==> config.mk <==
export PLATFORM = sky130hd
export DESIGN_NAME = mips_mc_datapath
export DESIGN_NICKNAME = d
export VERILOG_FILES = /design/src/rtl/mips_pkg.sv /design/src/rtl/mips_regfile.sv /design/src/rtl/mips_mc_datapath.sv
export SDC_FILE = /design/constraint.sdc
export NUM_CORES = 2
export LEC_CHECK = 0
export BUFFER_PORTS_ARGS = -buffer_cell sky130_fd_sc_hd__buf_2
export CAP_MARGIN = 20
export CORE_MARGIN = 2
export CORE_UTILIZATION = 45
export DETAILED_ROUTE_END_ITERATION = 7
export GPL_TIMING_DRIVEN = 0
export PLACE_DENSITY = 0.71
export SLEW_MARGIN = 10
export SYNTH_ARGS = -nofsm -noshare
export SYNTH_HDL_FRONTEND = slang
export SYNTH_SLANG_ARGS = --single-unit
==> constraint.sdc <==
create_clock -name clk -period 6.8 [get_ports clk]
set_clock_uncertainty 0.05 [all_clocks]
set_input_delay 0.68 -clock clk [delete_from_list [all_inputs] [get_ports clk]]
set_output_delay 0.68 -clock clk [all_outputs]
set_load 0.005 [all_outputs]
==> src/rtl/mips_pkg.sv <==
// mips_pkg: control encodings shared by the multi-cycle controller and datapath
package mips_pkg;
  localparam logic [2:0] ALUCTL_ADD = 3'b010;
  localparam logic [2:0] ALUCTL_SUB = 3'b110;
  localparam logic [2:0] ALUCTL_AND = 3'b000;
  localparam logic [2:0] ALUCTL_OR  = 3'b001;
  localparam logic [2:0] ALUCTL_SLT = 3'b111;
  localparam logic [1:0] SRCB_B     = 2'b00;
  localparam logic [1:0] SRCB_FOUR  = 2'b01;
  localparam logic [1:0] SRCB_IMM   = 2'b10;
  localparam logic [1:0] SRCB_IMMSH = 2'b11;
  localparam logic [1:0] PCSRC_ALU    = 2'b00;
  localparam logic [1:0] PCSRC_ALUOUT = 2'b01;
  localparam logic [1:0] PCSRC_JUMP   = 2'b10;
endpackage

==> src/rtl/mips_regfile.sv <==
// mips_regfile: 32x32 register file, two async reads, one sync write, r0 hardwired to zero
module mips_regfile (
  input  logic        clk,
  input  logic        reset,
  input  logic        we,
  input  logic [4:0]  ra1,
  input  logic [4:0]  ra2,
  input  logic [4:0]  wa,
  input  logic [31:0] wd,
  output logic [31:0] rd1,
  output logic [31:0] rd2
);
  logic [31:0] rf_q [32];
  logic [31:0] rf_d [32];
  always_comb begin
    rf_d = rf_q;
    if (we && wa != 5'd0) rf_d[wa] = wd;
  end
  always_ff @(posedge clk) begin
    if (reset) rf_q <= '{default: '0};
    else rf_q <= rf_d;
  end
  assign rd1 = (ra1 == 5'd0) ? 32'd0 : rf_q[ra1];
  assign rd2 = (ra2 == 5'd0) ? 32'd0 : rf_q[ra2];
endmodule

==> src/rtl/mips_mc_datapath.sv <==
// mips_mc_datapath: multi-cycle MIPS datapath driven by per-cycle controller strobes
module mips_mc_datapath
  import mips_pkg::*;
#(
  parameter int                WIDTH    = 32,
  parameter logic [WIDTH-1:0]  RESET_PC = '0
) (
  input  logic             clk,
  input  logic             reset,
  input  logic             pcen,
  input  logic             irwrite,
  input  logic             regwrite,
  input  logic             alusrca,
  input  logic             iord,
  input  logic             memtoreg,
  input  logic             regdst,
  input  logic [1:0]       alusrcb,
  input  logic [1:0]       pcsrc,
  input  logic [2:0]       alucontrol,
  input  logic [WIDTH-1:0] readdata,
  output logic [5:0]       op,
  output logic [5:0]       funct,
  output logic             zero,
  output logic [WIDTH-1:0] adr,
  output logic [WIDTH-1:0] writedata
);
  logic [WIDTH-1:0] pc_q, pc_d, ir_q, ir_d, mdr_q, mdr_d, a_q, a_d, b_q, b_d, aluout_q, aluout_d;
  logic [WIDTH-1:0] src_a, src_b, sign_imm, alu_result, pc_next, rd1, rd2, wd3;
  logic [4:0]       wa3;
  mips_regfile u_rf (
    .clk(clk), .reset(reset), .we(regwrite),
    .ra1(ir_q[25:21]), .ra2(ir_q[20:16]), .wa(wa3), .wd(wd3),
    .rd1(rd1), .rd2(rd2)
  );
  always_comb begin
    sign_imm = {{(WIDTH-16){ir_q[15]}}, ir_q[15:0]};
    src_a = alusrca ? a_q : pc_q;
    src_b = alusrcb == SRCB_B    ? b_q :
            alusrcb == SRCB_FOUR ? WIDTH'(4) :
            alusrcb == SRCB_IMM  ? sign_imm : {sign_imm[WIDTH-3:0], 2'b00};
    case (alucontrol)
      ALUCTL_ADD: alu_result = src_a + src_b;
      ALUCTL_SUB: alu_result = src_a - src_b;
      ALUCTL_AND: alu_result = src_a & src_b;
      ALUCTL_OR:  alu_result = src_a | src_b;
      ALUCTL_SLT: alu_result = {{(WIDTH-1){1'b0}}, $signed(src_a) < $signed(src_b)};
      default:    alu_result = '0;
    endcase
    // reserved pcsrc encoding reloads the current PC, i.e. holds
    pc_next = pcsrc == PCSRC_ALU    ? alu_result :
              pcsrc == PCSRC_ALUOUT ? aluout_q :
              pcsrc == PCSRC_JUMP   ? {pc_q[WIDTH-1:WIDTH-4], ir_q[25:0], 2'b00} : pc_q;
    wa3 = regdst ? ir_q[15:11] : ir_q[20:16];
    wd3 = memtoreg ? mdr_q : aluout_q;
    pc_d = pcen ? pc_next : pc_q;
    ir_d = irwrite ? readdata : ir_q;
    mdr_d = readdata;
    a_d = rd1;
    b_d = rd2;
    aluout_d = alu_result;
  end
  always_ff @(posedge clk) begin
    if (reset) begin
      pc_q <= RESET_PC;
      ir_q <= '0;
      mdr_q <= '0;
      a_q <= '0;
      b_q <= '0;
      aluout_q <= '0;
    end else begin
      pc_q <= pc_d;
      ir_q <= ir_d;
      mdr_q <= mdr_d;
      a_q <= a_d;
      b_q <= b_d;
      aluout_q <= aluout_d;
    end
  end
  assign op = ir_q[31:26];
  assign funct = ir_q[5:0];
  assign zero = alu_result == '0;
  assign adr = iord ? aluout_q : pc_q;
  assign writedata = b_q;
endmodule
==> tab_implementation.tex <==
\begin{tabular}{lr}
\hline
Metric & Value \\
\hline
\multicolumn{2}{l}{\textbf{Route}} \\
\quad Pre-Repair DR Iteration Count & 7 \\
\quad DRC violation count after routing & 0 \\
\quad DR WL/cell & 41.2 um \\
\quad Routed Wire Length & 348000 um \\
\quad Initial detailed-routing violation count & 9430 \\
\quad Antenna violation net count after detailed routing & 0 \\
\quad Via Count & 59356 \\
\quad Detailed-route vias per instance & 7.01 \\
\multicolumn{2}{l}{\textbf{Power}} \\
\quad Highest ir drop seen on vdd & 285 uV \\
\quad Power density of the placed cells & 251 nW/um\^{}2 \\
\quad P\_int & 12500 uW \\
\quad Proportion of power drawn by combinational gates & 15.3\% \\
\quad Sequential share of power & 41.1\% \\
\quad Leak pwr & 0.0232 uW \\
\quad Clk network pwr share & 43.6\% \\
\quad Switching component of the power & 5350 uW \\
\quad Switching Share & 30.0\% \\
\multicolumn{2}{l}{\textbf{Floorplanning}} \\
\quad I/O pin count & 125 \\
\quad Starting Density & 45.3\% \\
\quad X dimension of the die & 376 um \\
\quad DIE HEIGHT & 376 um \\
\quad DIE AREA & 141000 sq um \\
\quad Core Area & 137000 sq um \\
\quad Core Rows & 136 \\
\multicolumn{2}{l}{\textbf{GRT}} \\
\quad Global-route wire length before repair & 467000 um \\
\quad Number of global-route vias before repair & 55512 \\
\quad Largest net degree at the start of global routing & 17 \\
\quad Overflow left after global routing & 0 \\
\quad Number of antenna violations at the first check in global routing & 23 \\
\quad Global routing usage summed across all routing layers & 48.2\% \\
\multicolumn{2}{l}{\textbf{Yosys}} \\
\quad Asr flop ratio synth & 0\% \\
\quad Number of enable flip-flop cells after synthesis & 0 \\
\quad Synth Cell Area & 62300 sq um \\
\quad Number of synthesized register bits & 1216 \\
\quad Synth Warn \# & 0 \\
\quad Sequential area share after synthesis & 39.1\% \\
\quad Synthesized Nets & 6375 \\
\quad Number of distinct library cells after synthesis & 75 \\
\quad Mean cell area of the mapped netlist & 10.0 sq um \\
\quad Primary FF master, synth & dfxtp\_1 \\
\quad Synthesized instance count & 6218 \\
\multicolumn{2}{l}{\textbf{Critical path}} \\
\quad Arrival time worst endpoint & 5.94 ns \\
\quad Critical path data required time & 6.07 ns \\
\quad Critical path start-end classification & in2out \\
\quad Startpoint kind of the worst setup timing path & primary input \\
\quad R2R cell count & 10 \\
\quad Crit end category & output port \\
\quad Critical Path Source & alusrca \\
\quad Worst Path Max Fanout & 10 \\
\quad Critical R2R Launch & ir\_q[21]\$\_SDFFE\_PP0P\_ \\
\multicolumn{2}{l}{\textbf{STA}} \\
\quad Final Critical Period & 6.67 ns \\
\quad Tightest Pin Transition & 1.55 ns \\
\quad Setup TNS after final layout & 0 ns \\
\quad Fin. max-slew vios & 1 \\
\quad Final setup slack of the worst path & 0.134 ns \\
\quad Portion of the clock cycle consumed by the worst path in the final layout & 98.0\% \\
\quad Normalized max-slew margin & -3.08\% \\
\quad Endpoints failing setup & 0 \\
\quad Count of final hold-check violations & 0 \\
\quad F\_max & 150 MHz \\
\multicolumn{2}{l}{\textbf{CTS}} \\
\quad Clock input transition at the sequential cells of the worst setup and hold paths & 0.06 ns \\
\quad Number of buffers created by CTS & 138 \\
\quad Maximum number of buffers from clock root to sink & 3 \\
\quad Worst-Skew Late Latency & 0.83 ns \\
\quad Max H-tree Level & 4 \\
\quad Hold\_buf cts & 0 \\
\quad TritonCTS sink count & 1216 \\
\quad Clock root buffer & clkbuf\_16 \\
\quad Clock tree from TritonCTS & yes \\
\multicolumn{2}{l}{\textbf{Outcome}} \\
\quad Run status & finished with violations \\
\quad Failing checks & slew limit \\
\multicolumn{2}{l}{\textbf{Final layout}} \\
\quad Fraction of final layout cells sized beyond drive strength 1 & 18.2\% \\
\quad Cell area after layout & 71200 sq um \\
\quad Fin nets & 6712 \\
\quad Signed area change from the synthesized netlist to the final layout & 14.4\% \\
\quad Post-route insts no fill & 8462 \\
\quad Final core area utilization & 51.9\% \\
\multicolumn{2}{l}{\textbf{Place}} \\
\quad Area post-placement & 66200 sq um \\
\quad Post-Place Cells & 8191 \\
\quad Pre-CTS worst setup slack & -1.85 ns \\
\quad \# port buffers & 117 \\
\quad Detailed placement HPWL & 269000 um \\
\quad GP Congestion & 1.08 \\
\multicolumn{2}{l}{\textbf{Flow run}} \\
\quad Maxcap violations & 0 \\
\multicolumn{2}{l}{\textbf{Hold path}} \\
\quad Min-Delay Path Class & in2reg \\
\quad Number of cells traversed by the worst hold path & 2 \\
\quad Source of the worst hold timing path & readdata[16] \\
\hline
\end{tabular}
cell usage in the layout (no fill, tap or decap), types with 39 or more instances in the layout:
cell          n
clkbuf_16   143
mux4_2      482
dfxtp_1    1212
inv_1       101
clkbuf_2     41
mux2i_1     250
clkbuf_1    580
a221oi_1     39
o221ai_1     42
a211oi_1   1046
mux2_2      137
nand2_1      98
nor2b_1      79
o22ai_1      67
ha_1        105
nor3_1       43
nor2_1     1237
buf_2       175
o21ai_0      65
a21oi_1     116
timing repair:
| item | in CTS | in global routing |
|---|---|---|
| setup buffers | 3 | 0 |
| gates resized for setup | 53 | 16 |
| endpoints found under the setup margin | 1 | 1 |
| pin swaps | 4 | 2 |
area by class of cell:
type | count | area, sq um
inverters | 107 | 402
repair buffers | 200 | 1680
clock buffers | 203 | 4050
multi-input cells | 4197 | 35200
diodes | 12 | 30.0
plain buffers | 695 | 2800
flip-flops and latches | 1216 | 24300
clock inverters | 38 | 502
fillers | 12813 | 66100
well taps | 1794 | 2240
critical path, cell delays in order:
cell and delay [ns]:
clkbuf_1 0.18, clkbuf_4 0.35, mux2_2 0.32, inv_1 0.09, ha_1 0.26, fa_1 0.49, o21bai_1 0.24, o2111ai_1 0.25
a211o_2 0.49, a21oi_4 0.26, o21ai_1 0.21, nor4_4 0.45, o21ai_1 0.24, a2111oi_2 0.42, nand2_1 0.10, or4_4 0.47
nor4_4 0.24, buf_2 0.16
cells by family after synthesis:
family / after synthesis / share of synthesized area [%]
adders and majority gates: 109 / 2.21
and+or+nand+nor: 1576 / 10.5
muxes: 888 / 24.2
AOI/OAI and AO/OA: 1599 / 18.7
buffers and inverters: 805 / 4.97
xor gates and xnor gates: 25 / 0.352
DFF: 1216 / 39.1
synthesized netlist by cell type, drive strengths merged (9+ instances only):
master,number,share of area (%)
a2111oi,9,0.15
xnor2,21,0.30
a221oi,41,0.58
nor2b,79,0.79
a22o,20,0.28
nand2b,23,0.23
a21o,26,0.31
nand4,14,0.14
nand3,12,0.096
o22ai,68,0.68
ha,107,2.2
clkbuf,591,3.6
o31ai,16,0.19
nor3,43,0.35
nor2,1239,7.5
nand2,98,0.59
mux2,137,2.5
inv,104,0.63
mux2i,269,4.3
a211o,28,0.39
o21ai,83,0.67
a211oi,1047,13
dfxtp,1216,39
buf,107,0.76
mux4,482,17
a31oi,17,0.17
o21bai,11,0.13
a21oi,120,0.96
and2,21,0.22
o221ai,42,0.59
o211ai,30,0.36
nor4,10,0.13
stage by stage:
stage               hold WS (ns)  power, uW
floorplan                  0.390       8740
global placement           0.409       9920
detailed placement         0.414      10000
CTS                       0.0386      17600
global route              0.0571      18100
finish                    0.0419      17800
final timing paths:
check,to,slack (ns)
setup reg to reg,a_q[21]$_SDFF_PP0_,0.43
hold reg to reg,u_rf.rf_q[1000]$_SDFFE_PP0P_,0.43
hold / removal,mdr_q[16]$_SDFF_PP0_,0.04
setup / recovery,zero,0.13
power groups by stage:
stage | sequential, uW | clock (uW) | combinational [uW]
floorplan | 7440 | 0 | 1300
global placement | 7480 | 0 | 2440
detailed placement | 7490 | 0 | 2510
CTS | 7330 | 7720 | 2550
global route | 7350 | 8010 | 2710
finish | 7340 | 7780 | 2730
sequential cells by signal, indices dropped and copies added, names as in the netlist:
register   cells
a_q           32
pc_q          32
writedata     32
mdr_q         32
ir_q          32
aluout_q      32
u_rf.rf_q   1024
routing by layer:
metal	routed length [um]	up-vias	GRT usage, %
met1	125000	29630	58.7
met2	141000	4475	67.7
li1	-	23992	-
met3	45300	1243	17.6
met4	36000	16	40.4
met5	253	-	0
Note: power is estimated with default switching activity, not from simulation.
